## config.mk

```make
export PLATFORM = sky130hd
export DESIGN_NAME = meter_countdown
export DESIGN_NICKNAME = d
export VERILOG_FILES = /design/src/rtl/meter_countdown.sv
export SDC_FILE = /design/constraint.sdc
export NUM_CORES = 1
export LEC_CHECK = 0
export ABC_AREA = 1
export CORE_MARGIN = 8
export CORE_UTILIZATION = 35
export DETAILED_ROUTE_END_ITERATION = 8
export GPL_TIMING_DRIVEN = 0
export SLEW_MARGIN = 20
export SYNTH_ARGS = -nofsm -noshare
export SYNTH_HDL_FRONTEND = slang
export SYNTH_SLANG_ARGS = --single-unit
```

## constraint.sdc

```tcl
create_clock -name clk_1Hz -period 28.5 [get_ports clk_1Hz]
set_clock_uncertainty 0.2 [all_clocks]
set_input_delay 5.7 -clock clk_1Hz [delete_from_list [all_inputs] [get_ports clk_1Hz]]
set_output_delay 5.7 -clock clk_1Hz [all_outputs]
set_load 0.02 [all_outputs]
```

## src/rtl/meter_countdown.sv

```systemverilog
// rtl/meter_countdown.sv - parking meter paid-time countdown with mm:ss digits, low-time blink and expiry alarm
module meter_countdown #(
    parameter int MAX_SEC   = 5999,
    parameter int RST_SEC   = 0,
    parameter int WARN_SEC  = 180,
    parameter int ALARM_SEC = 10,
    parameter int ADD_A     = 60,
    parameter int ADD_B     = 120,
    parameter int ADD_C     = 300
) (
    input  logic        clk_1Hz,
    input  logic        rst,
    input  logic        run_en,
    input  logic        clr,
    input  logic        add_a,
    input  logic        add_b,
    input  logic        add_c,
    output logic [12:0] time_left,
    output logic [3:0]  min_tens,
    output logic [3:0]  min_ones,
    output logic [3:0]  sec_tens,
    output logic [3:0]  sec_ones,
    output logic [1:0]  state,
    output logic        blink,
    output logic        alarm
);

    typedef enum logic [1:0] {
        EMPTY   = 2'd0,
        PAID    = 2'd1,
        LOW     = 2'd2,
        EXPIRED = 2'd3
    } state_t;

    localparam int AW = (ALARM_SEC > 1) ? $clog2(ALARM_SEC) : 1;

    localparam state_t RST_STATE = (RST_SEC > WARN_SEC) ? PAID :
                                   (RST_SEC != 0)       ? LOW  : EMPTY;

    function automatic logic [15:0] to_bcd(input logic [12:0] t);
        logic [12:0] m, s, mt, mo, st, so;
        m  = t / 13'd60;
        s  = t - m * 13'd60;
        mt = m / 13'd10;
        mo = m - mt * 13'd10;
        st = s / 13'd10;
        so = s - st * 13'd10;
        return {4'(mt), 4'(mo), 4'(st), 4'(so)};
    endfunction

    logic [12:0]   time_q;
    logic [15:0]   bcd_q;
    state_t        state_q, state_d;
    logic [AW-1:0] cnt_q, cnt_d;
    logic          blink_q, blink_d;

    logic [14:0] dec, credit, sum, nxt;

    // Decrement first, then credit, so a coin at 0 neither loses nor borrows a tick.
    always_comb begin
        dec    = (run_en && time_q != 13'd0) ? {2'b00, time_q} - 15'd1 : {2'b00, time_q};
        credit = (add_a ? 15'(ADD_A) : 15'd0)
               + (add_b ? 15'(ADD_B) : 15'd0)
               + (add_c ? 15'(ADD_C) : 15'd0);
        sum    = dec + credit;
        if (clr)
            nxt = 15'd0;
        else if (sum > 15'(MAX_SEC))
            nxt = 15'(MAX_SEC);
        else
            nxt = sum;
    end

    always_comb begin
        state_d = state_q;
        cnt_d   = cnt_q;
        if (clr) begin
            state_d = EMPTY;
            cnt_d   = '0;
        end else if (nxt > 15'(WARN_SEC)) begin
            state_d = PAID;
            cnt_d   = '0;
        end else if (nxt != 15'd0) begin
            state_d = LOW;
            cnt_d   = '0;
        end else begin
            // Zero reached without clr: only a running meter can have ticked down to it.
            case (state_q)
                PAID, LOW: begin
                    state_d = EXPIRED;
                    cnt_d   = AW'(ALARM_SEC - 1);
                end
                EXPIRED: begin
                    if (cnt_q == '0)
                        state_d = EMPTY;
                    else
                        cnt_d = cnt_q - 1'b1;
                end
                default: state_d = EMPTY;
            endcase
        end
        blink_d = (state_d == LOW || state_d == EXPIRED) ? ~blink_q : 1'b0;
    end

    always_ff @(posedge clk_1Hz or posedge rst) begin
        if (rst) begin
            time_q  <= 13'(RST_SEC);
            bcd_q   <= to_bcd(13'(RST_SEC));
            state_q <= RST_STATE;
            cnt_q   <= '0;
            blink_q <= 1'b0;
        end else begin
            time_q  <= 13'(nxt);
            bcd_q   <= to_bcd(13'(nxt));
            state_q <= state_d;
            cnt_q   <= cnt_d;
            blink_q <= blink_d;
        end
    end

    assign time_left = time_q;
    assign min_tens  = bcd_q[15:12];
    assign min_ones  = bcd_q[11:8];
    assign sec_tens  = bcd_q[7:4];
    assign sec_ones  = bcd_q[3:0];
    assign state     = state_q;
    assign blink     = blink_q;
    assign alarm     = (state_q == EXPIRED);

endmodule

```

## Yosys cells after proc, flatten, opt, wreduce, memory -nomap -nowiden

Index checks and enable logic that the tools add are counted.

| word-level totals | value |
|---|---|
| bits in registers | 36 |
| input port bits | 7 |
| output and inout bits | 33 |
| word-level logic and storage cells | 53 |

| operators by class | value |
|---|---|
| $add $sub $neg | 8 |
| multipliers | 3 |
| div/mod/pow operators | 3 |
| order comparisons | 2 |
| eq/ne operators | 6 |
| mux-type cells | 17 |
| bitwise logic cells | 1 |
| reductions and logical operators | 8 |

Operator list:

| operator | count |
|---|---|
| $mux W15 | 3 |
| $div A13 B4 Y13 const B | 2 |
| $mul A13 B3 Y3 const B | 2 |
| $mux W4 | 4 |
| $add A15 B10 Y15 | 1 |
| $gt A15 B13 Y1 const B | 1 |
| $gt A15 B8 Y1 const B | 1 |
| $reduce_bool A15 Y1 | 1 |
| $sub A13 B1 Y14 const B | 1 |
| $div A13 B6 Y13 const B | 1 |
| $mul A13 B4 Y11 const B | 1 |
| $reduce_bool A13 Y1 | 1 |
| $sub A13 B13 Y13 | 1 |
| $add A8 B9 Y10 | 1 |
| $mux W9 | 1 |
| $add A6 B7 Y8 | 1 |
| $eq A2 B2 Y1 const B | 4 |
| $mux W2 | 4 |
| $pmux W4 S2 | 1 |
| $sub A4 B4 Y4 | 2 |
| $mux W7 | 1 |
| $mux W6 | 1 |
| $ne A5 B5 Y1 const B | 1 |
| $reduce_bool A5 Y1 | 1 |
| other kinds (10) | 10 |

## Depth between registers and ports, before layout

| depth | value |
|---|---|
| depth in word-level cells | 14 |
| mapped depth | 130 |
| mapped depth without buffers | 130 |

## Worst setup path after synthesis

OpenSTA, ideal clock, no wires.

| timing | value |
|---|---|
| path kind | input port to flip-flop |
| from | input port run_en |
| to | register bcd_q[3] |
| library setup time | 0.116 ns |
| arrival | 18.109 ns |
| required time | 28.184 ns |
| slack | 10.075 ns |
| stages | 106 |
| buffers on the path | 0 |
| cell sequence | inv_1 -> nor2_1 -> nand2_1 -> xor2_1 -> fa_1 -> inv_1 -> ha_1 -> ha_1 -> fa_1 -> xor2_1 -> nand3_1 -> a21oi_1 -> nand3_1 -> nand2_1 -> nand2_2 -> nand3b_1 -> nand2_2 -> nor2_4 -> [... 70 more ...] -> nand2_4 -> nand2_4 -> nand2_1 -> nand2_1 -> inv_1 -> nand2_1 -> nand2_2 -> nand2_1 -> nand2_2 -> nand2_2 -> ha_1 -> inv_1 -> fa_1 -> inv_1 -> xor2_1 -> inv_1 -> nand2_1 -> nand2_1 |

| between the ends | value |
|---|---|
| cells in the longest elaborated chain, start to end | 12 |

Ends and longest elaborated chain:

| item | RTL line | source |
|---|---|---|
| start: declaration | 13 | `input logic run_en,` |
| $logic_and A1 B1 Y1 * | 61 | `dec = (run_en && time_q != 13'd0) ? {2'b00, time_q} - 15'd1 : {2'b00, time_q};` |
| $mux W15 * | 61 |  |
| $add A15 B10 Y15 * | 65 | `sum = dec + credit;` |
| $gt A15 B13 Y1 | 68 | `else if (sum > 15'(MAX_SEC))` |
| $mux W15 * | 68 |  |
| $mux W15 * | 66 | `if (clr)` |
| $div A13 B6 Y13 | 42 | `m = t / 13'd60;` |
| $mul A13 B4 Y11 | 43 | `s = t - m * 13'd60;` |
| $sub A13 B13 Y13 * | 43 |  |
| $div A13 B4 Y13 | 46 | `st = s / 13'd10;` |
| $mul A13 B3 Y3 | 47 | `so = s - st * 13'd10;` |
| $sub A4 B4 Y4 * | 47 |  |
| end signal: assignment | 108 | `bcd_q <= to_bcd(13'(RST_SEC));` |
| end signal: assignment | 114 | `bcd_q <= to_bcd(13'(nxt));` |
| end: declaration | 52 | `logic [15:0] bcd_q;` |

Every way passes the cells marked *; elsewhere a longest branch is shown, timed or not.
A chain may end at the register's enable or synchronous reset.

## Final worst setup path

Same ends and word-level chain as after synthesis.

==> impl_metrics.csv <==
group,metric,value,unit
status,status,"complete, no violations",
critical_path,critPathMaxFanout,12,
clock_network,numCtsBuffers,5,
global_route,grt_first_pass_wirelength,23.2,mm
critical_path,critical-path-max-stage-delay,0.54,ns
clock_network,clk_latency,0.29,ns
timing,tightest_slew,0.712,ns
placed_design,place_ws,7.23,ns
die,core-area,16600,um2
synthesis,yosysSeqAreaShare,14.7,%
global_route,first_global_vias,5122,
cells_and_area,final_cell_mix,"nand2_1, inv_1, nand3_1",
routing,num_vias,5433,
routing,avgRoutedWirePerCell,11.3,um
timing,report.final.slew_viol_count,0,
clock_network,htreeDepth,2,
global_route,antenna_found_initial,0,
timing,finalSetupViolCount,0,
die,rows,47,
synthesis,yosysWarnings,0,
critical_path,startpoint_type,"primary input",
critical_path,cp_slowest_cell,"a21oi_2",
timing,period_minus_slack,20.85,ns
critical_path,critical_path_class,"primary input to flop",
routing,drc_errors,0,
job,maxCapViolCount,0,
die,die_x,147,um
timing,rsz0062_at_grt,"no",
cells_and_area,multi_input_comb_area,4490,um2
synthesis,syn_area,5980,um2
synthesis,ys_top_cells_by_area,"nand2_1, dfrtp_1, ha_1",
placed_design,gp_routability_congestion,0.827,
clock_network,cts_tree,"yes",
timing,tns,0,ns
cells_and_area,num-fill-cells,1775,
die,start_util,35.9,%
die,ios,40,
critical_path,path_common_cell,"nand2_1",
critical_path,cp-end-kind,"flop",
clock_network,cts-root-buf,"clkbuf_16",
routing,ant_nets,0,
cells_and_area,register_area,876,um2
clock_network,cts.repair.resized,0,
placed_design,placed_cell_area,6680,um2
timing,clock.fmax,48.0,MHz
clock_network,cts_setup_buffers,0,
synthesis,ys_types,47,
cells_and_area,area.growth.synth_to_final,14.1,%
synthesis,yosysTopAreaCell,"nand2_1",
global_route,grt.total_usage,12.6,%
synthesis,avgSynthCellArea,6.68,um2
placed_design,dp_hpwl,11.1,mm
clock_network,clkTransAtPathRegs,0.06,ns
critical_path,cp_data_arrival_time,20.83,ns
clock_network,hold_buffers,0,
global_route,grt_overflow,0,
routing,drtPass1Iterations,5,
timing,final-hold-violation-count,0,
routing,viasPerCell,4.66,
synthesis,synth_cells,895,
die,die_area,21500,um2
routing,routed_wl,13.2,mm
cells_and_area,drive_above_1_share,11.8,%
timing,post-route-period-util,73.2,%
cells_and_area,num_antenna_cells,0,
min_path,hold_path.class,"flop to flop",
cells_and_area,mostFrequentLayoutCell,"nand2_1",
global_route,grt_max_degree,21,
clock_network,cts_max_path_buffers,2,
timing,setup_slack,7.65,ns
timing,slew_headroom,52.5,%
placed_design,portBuffers,39,
synthesis,yosysTopAreaCellShare,15.6,%
cells_and_area,fin_area,6820,um2
routing,first_iter_violations,286,
clock_network,cts_sinks,35,
synthesis,synth-seq-cells,35,
critical_path,critPathRequiredTime,28.48,ns
cells_and_area,nNetsFinal,1035,
die,die_h,147,um
==> synthesized netlist by cell type (all sizes together) <==
cell type,number
nand3b,2
a22oi,1
buf,1
nor2,62
o21a,3
conb,2
inv,160
and2,1
ha,61
nor4,2
nand2b,1
o32ai,1
o2111ai,3
o31ai,1
xnor2,12
o211ai,2
xor2,27
dfrtp,35
o21ai,36
a21boi,1
clkinv,3
fa,22
a21o,2
nand2,300
nand3,88
o21bai,3
nand4,15
a31oi,2
a21oi,32
clkbuf,1
nor3,13
==> final timing paths <==
check                                   from        to  slack (ns)  depth (start not counted)
worst max-delay path                  run_en  bcd_q[3]        7.65                        106
worst max register to register  time_left[1]  bcd_q[3]       12.68                        109
min in group asynchronous                rst  cnt_q[2]        5.51                          2
worst min-delay path                   blink     blink        0.24                          1
worst min register to register         blink     blink        0.24                          1
max in group asynchronous                rst  bcd_q[7]       22.14                          3
==> layer usage <==
metal	share of wire (%)	global-route usage (%)	vias to the layer above
li1	-	-	2921
met1	47	15.6	2441
met2	48	22.1	59
met3	2.9	1.11	12
met4	2.2	5.05	0
met5	0	0	-
==> worst max-delay path, delay by kind of cell <==
family / cells / cell delay (ns)
and+or+nand+nor: 72 / 7.61
adders and majority gates: 10 / 3.51
AOI/OAI and AO/OA: 9 / 1.86
buffers and inverters: 11 / 1.33
xor gates and xnor gates: 4 / 0.74
==> cell families after synthesis <==
group,Yosys count,synth area share (%)
buf+inv,165,10.5
xor+xnor,39,5.71
compound gates,87,8.75
flops,35,14.7
simple gates,484,40.2
fa+ha+maj,83,20.1
other cells,2,0.126
==> cell type report <==
cell class / count / share of cell area, %
Buffer: 2 / 0.165
Clock buffer: 7 / 1.94
Clock inverter: 1 / 0.0734
Inverter: 163 / 9.01
Multi-Input combinational cell: 698 / 65.8
Sequential cell: 35 / 12.8
Tap cell: 220 / 4.04
Timing Repair Buffer: 40 / 6.13
==> state kept, by name, indices dropped and copies added, names as in the netlist <==
name / cells
state: 2
blink: 1
cnt_q: 4
time_left: 12
bcd_q: 16
==> stage by stage <==
| step | hold WS [ns] | instances | util [%] |
|---|---|---|---|
| after CTS | 0.250 | 1166 | 41.0 |
| after detailed placement | 0.245 | 1158 | 40.1 |
| after floorplan | 0.256 | 898 | - |
| final | 0.242 | 1166 | 41.0 |
| after global placement | 0.235 | 1157 | 40.0 |
| after global routing | 0.268 | 1166 | 41.0 |
Power is left out: the tool's default activity adds up to more than one toggle a clock period on the data nets, which glitch-free logic cannot reach.
==> edit 1, RTL diff (config.mk and constraints unchanged) <==
Register the outputs `min_tens`, `min_ones`, `sec_tens`, `sec_ones` and `alarm`, with the module's reset; this adds one clock of latency there. The other outputs are not delayed to match.
--- a/src/rtl/meter_countdown.sv
+++ b/src/rtl/meter_countdown.sv
@@ -120,11 +120,21 @@
 
     assign time_left = time_q;
-    assign min_tens  = bcd_q[15:12];
-    assign min_ones  = bcd_q[11:8];
-    assign sec_tens  = bcd_q[7:4];
-    assign sec_ones  = bcd_q[3:0];
     assign state     = state_q;
     assign blink     = blink_q;
-    assign alarm     = (state_q == EXPIRED);
+    always_ff @(posedge clk_1Hz or posedge rst) begin
+        if (rst) begin
+            min_tens <= '0;
+            min_ones <= '0;
+            sec_tens <= '0;
+            sec_ones <= '0;
+            alarm    <= '0;
+        end else begin
+            min_tens <= bcd_q[15:12];
+            min_ones <= bcd_q[11:8];
+            sec_tens <= bcd_q[7:4];
+            sec_ones <= bcd_q[3:0];
+            alarm    <= (state_q == EXPIRED);
+        end
+    end
 
 endmodule
Check against the original RTL: not equivalent (a bounded check fails within 4 cycles, from zero or initial values and one cycle with rst high).
==> edit 1 against the unedited design <==
  * First-iteration DRC count decreased by 17%
  * Synthesized area increased by 7.0%
  * Wire length increased by 1.8%
  * Sequential cell count increased by 17
  * Utilization decreased by 0.45 points
  * Setup slack improved by 22 ps
  * Cell area increased by 6.8%
  * Largest cell class unchanged
Power is not shown: default switching activity piles up to over one toggle a cycle in this logic, so the estimate is an artifact.
==> edit 1: results (changes against the unedited design) <==
status=finished, final reports clean (unchanged); Async S/R FF share, synth=100% (unchanged); Distinct cells, synth=45 (was 47); via/cell ratio=4.67 (was 4.66); global-route wire length before repair=23,300 microns (was 23,200 microns); Worst-Skew Late Latency=290 ps (about the same); Tot GR Track Use=12.2% (was 12.6%); final net count=1,040 (was 1,035); Seq/Total Area, Yosys=20.4% (was 14.7%); CP Data Arrival Time=20,820 ps (was 20,830 ps); actual slew at the worst max-slew pin=882 ps (was 712 ps); DP HPWL=11,300 microns (was 11,100 microns); largest net degree at the start of global routing=35 (was 21); TritonRoute pass-1 iters=4 (was 5); layout cell share with drive strength beyond 1=14.5% (was 11.8%); number of global-route vias before repair=5,117 (was 5,122); drt wl/cell=11.4 microns (was 11.3 microns); max incr delay on CP=560 ps (was 540 ps); largest cells by area after synthesis=dfrtp_1 20%, nand2_1 13%, ha_1 12%, inv_1 8.3%, fa_1 6.9% (was nand2_1 16%, dfrtp_1 15%, ha_1 13%, inv_1 9.4%, fa_1 7.4%); gp weighted congestion=0.805 (was 0.827); Worst path slowest cell=clkdlybuf4s50_1 (was a21oi_2); dpl ws=7260 ps (was 7230 ps); 1st-iter DRT viols=236 (was 286); Commonest cells post-synth=218 x nand2_1, 141 x inv_1, 72 x nand3_1 (was 248 x nand2_1, 150 x inv_1, 75 x nand3_1); Max FO, Critical Path=15 (was 12)
-- edit 1: area by class of cell --
type                            count  area, sq um
Inverter                          165          622
Clock buffer                        6          139
Buffer                              3         22.5
Tap cell                          229          287
Clock inverter                      2         38.8
Multi-Input combinational cell    683         4460
Timing Repair Buffer               40          410
Sequential cell                    52         1300
Fill cell                        1886        10700
-- edit 1: path summary, 6_finish.rpt --
path | startpoint | to | slack (ps) | depth (start not counted)
max | run_en | bcd_q[3] | 7670 | 111
min | bcd_q[15] | min_tens[3] | 150 | 0
max reg2reg | bcd_q[0] | bcd_q[3] | 12660 | 115
min reg2reg | bcd_q[15] | min_tens[3] | 150 | 0
max in group asynchronous | rst | time_left[8] | 22050 | 3
min in group asynchronous | rst | min_tens[3] | 5520 | 2
-- edit 1: stage by stage --
stage	instances	cell area, sq um
final	1180	7280
after global routing	1180	7280
after detailed placement	1172	7100
after global placement	1171	7080
after floorplan	903	6400
after CTS	1180	7280
-- edit 1: logic make-up after synthesis --
group / count (synthesis) / synth area share [%]
AO/OA/AOI/OAI: 95 / 9.39
XOR/XNOR: 37 / 5.07
adder cells (fa/ha/maj): 83 / 18.8
buffers and inverters: 168 / 10.1
flip-flops: 52 / 20.4
other: 2 / 0.117
AND/OR/NAND/NOR: 463 / 36.2
-- edit 1: critical path, delay by kind of cell --
family / cells / cell delay (ps)
buf+inv: 14 / 1780
simple gates: 76 / 8000
xor+xnor: 4 / 680
fa+ha+maj: 10 / 3410
compound gates: 7 / 1250
-- edit 1: metal layers --
metal / part of all wire (%) / track usage (%)
met5: 0 / 0
met1: 51 / 16.5
met4: 0.95 / 2.23
met3: 3.0 / 1.14
met2: 45 / 20.8
==> edit 2, RTL diff (same flow settings) <==
Without the edit above. The parameter `ALARM_SEC` goes from 10 to 12.
--- a/src/rtl/meter_countdown.sv
+++ b/src/rtl/meter_countdown.sv
@@ -4,5 +4,5 @@
     parameter int RST_SEC   = 0,
     parameter int WARN_SEC  = 180,
-    parameter int ALARM_SEC = 10,
+    parameter int ALARM_SEC = 12,
     parameter int ADD_A     = 60,
     parameter int ADD_B     = 120,
Check against the original RTL: same outputs for any inputs over 4 cycles, from zero or initial values and one cycle with rst high; that may be too few to reach the edited logic, so the function may still have changed.
==> edit 2 against the unedited design <==
  * Wire length increased by 3.0%
  * Setup slack improved by 26 ps
  * Largest cell class unchanged
  * Sequential cell count unchanged
  * Cell area increased by 0.79%
  * Critical endpoint unchanged
  * Synthesized area increased by 1.3%
  * Register-to-register slack improved by 170 ps
Power is left out: the tool's default activity adds up to more than one toggle a clock period on the data nets, which glitch-free logic cannot reach.
==> edit 2: results (changes against the unedited design) <==
DP HPWL=11,500 microns (was 11,100 microns); Reg2Reg Depth=117 (was 109); CP Data Arrival Time=20,800 ps (was 20,830 ps); WL met3=269 microns (was 383 microns); mux contribution to synthesized area=0% (unchanged); Inverters excl. clock=172 (was 163); WL met1=6650 microns (was 6240 microns); WHS=242 ps (about the same); Post-CTS Setup Bufs=0 (unchanged); Avg Cell Area, Syn=6.70 sq um (was 6.68 sq um); Worst path slowest cell=clkdlybuf4s50_1 (was a21oi_2); initial antenna violation count=0 (unchanged); Vias=5,478 (was 5,433); Filler Cell Count=1,889 (was 1,775); Final period util=73.1% (was 73.2%); Seq/Total Area, Yosys=14.5% (was 14.7%); routed wire length=13,600 microns (was 13,200 microns); TritonRoute pass-1 iters=4 (was 5); DP Area=6740 sq um (was 6680 sq um); Final Cell Area=6870 sq um (was 6820 sq um); global-route wire length before repair=23,800 microns (was 23,200 microns); status=finished, final reports clean (unchanged); signal buffers share of area=6.01% (was 6.29%); 1st-iter DRT viols=249 (was 286); Finished Layout Cells=1,178 (was 1,166); Distinct cells, synth=53 (was 47); XOR/XNOR Fraction of Synth Area=5.62% (was 5.71%); number of global-route vias before repair=5,185 (was 5,122); yosys warns=0 (unchanged); multi-input gate count=696 (was 698); Clock-cell share=2.00% (was 2.02%); largest cells by area after synthesis=dfrtp_1 14%, nand2_1 14%, ha_1 13%, inv_1 9.0%, fa_1 7.3% (was nand2_1 16%, dfrtp_1 15%, ha_1 13%, inv_1 9.4%, fa_1 7.4%); Max FO, Critical Path=11 (was 12); Seq area share=12.7% (was 12.8%); Worst-Skew Late Latency=280 ps; multi-input logic area=4520 sq um (was 4490 sq um); Synth Area in Compound Gates=9.43% (was 8.75%); layout cell share with drive strength beyond 1=14.3% (was 11.8%); launching point of the worst reg2reg path=bcd_q[0] (was time_left[1]); Synth Area in Adders=19.9% (was 20.1%); final net count=1,042 (was 1,035); max incr delay on CP=590 ps (was 540 ps); Max transition margin=50.0% (was 52.5%); largest net degree at the start of global routing=36 (was 21)
edit 2: changes by cell type in the layout (fill, tap and decap cells not counted), sizes merged, moves of 2 or more:
cell | unedited run | this run
nor2 | 62 | 65
xnor2 | 12 | 10
nand4 | 15 | 18
o21ai | 36 | 44
a211oi | 0 | 2
a21oi | 32 | 30
nand2 | 300 | 286
o21bai | 3 | 5
o21a | 3 | 1
inv | 160 | 170
nor3 | 13 | 9
o311ai | 0 | 2
or2 | 0 | 2
edit 2: metal layers:
metal / track usage, % / up-vias
met5: 0 / -
met4: 3.72 / 0
met3: 1.04 / 7
met2: 21.9 / 51
met1: 16.7 / 2475
li1: - / 2945
edit 2: critical path: cells and delay by family:
family	cells	cell delay, ps
AOI/OAI and AO/OA	9	1650
xor gates and xnor gates	4	710
adders and majority gates	10	3450
buffers and inverters	20	2370
and+or+nand+nor	71	6880
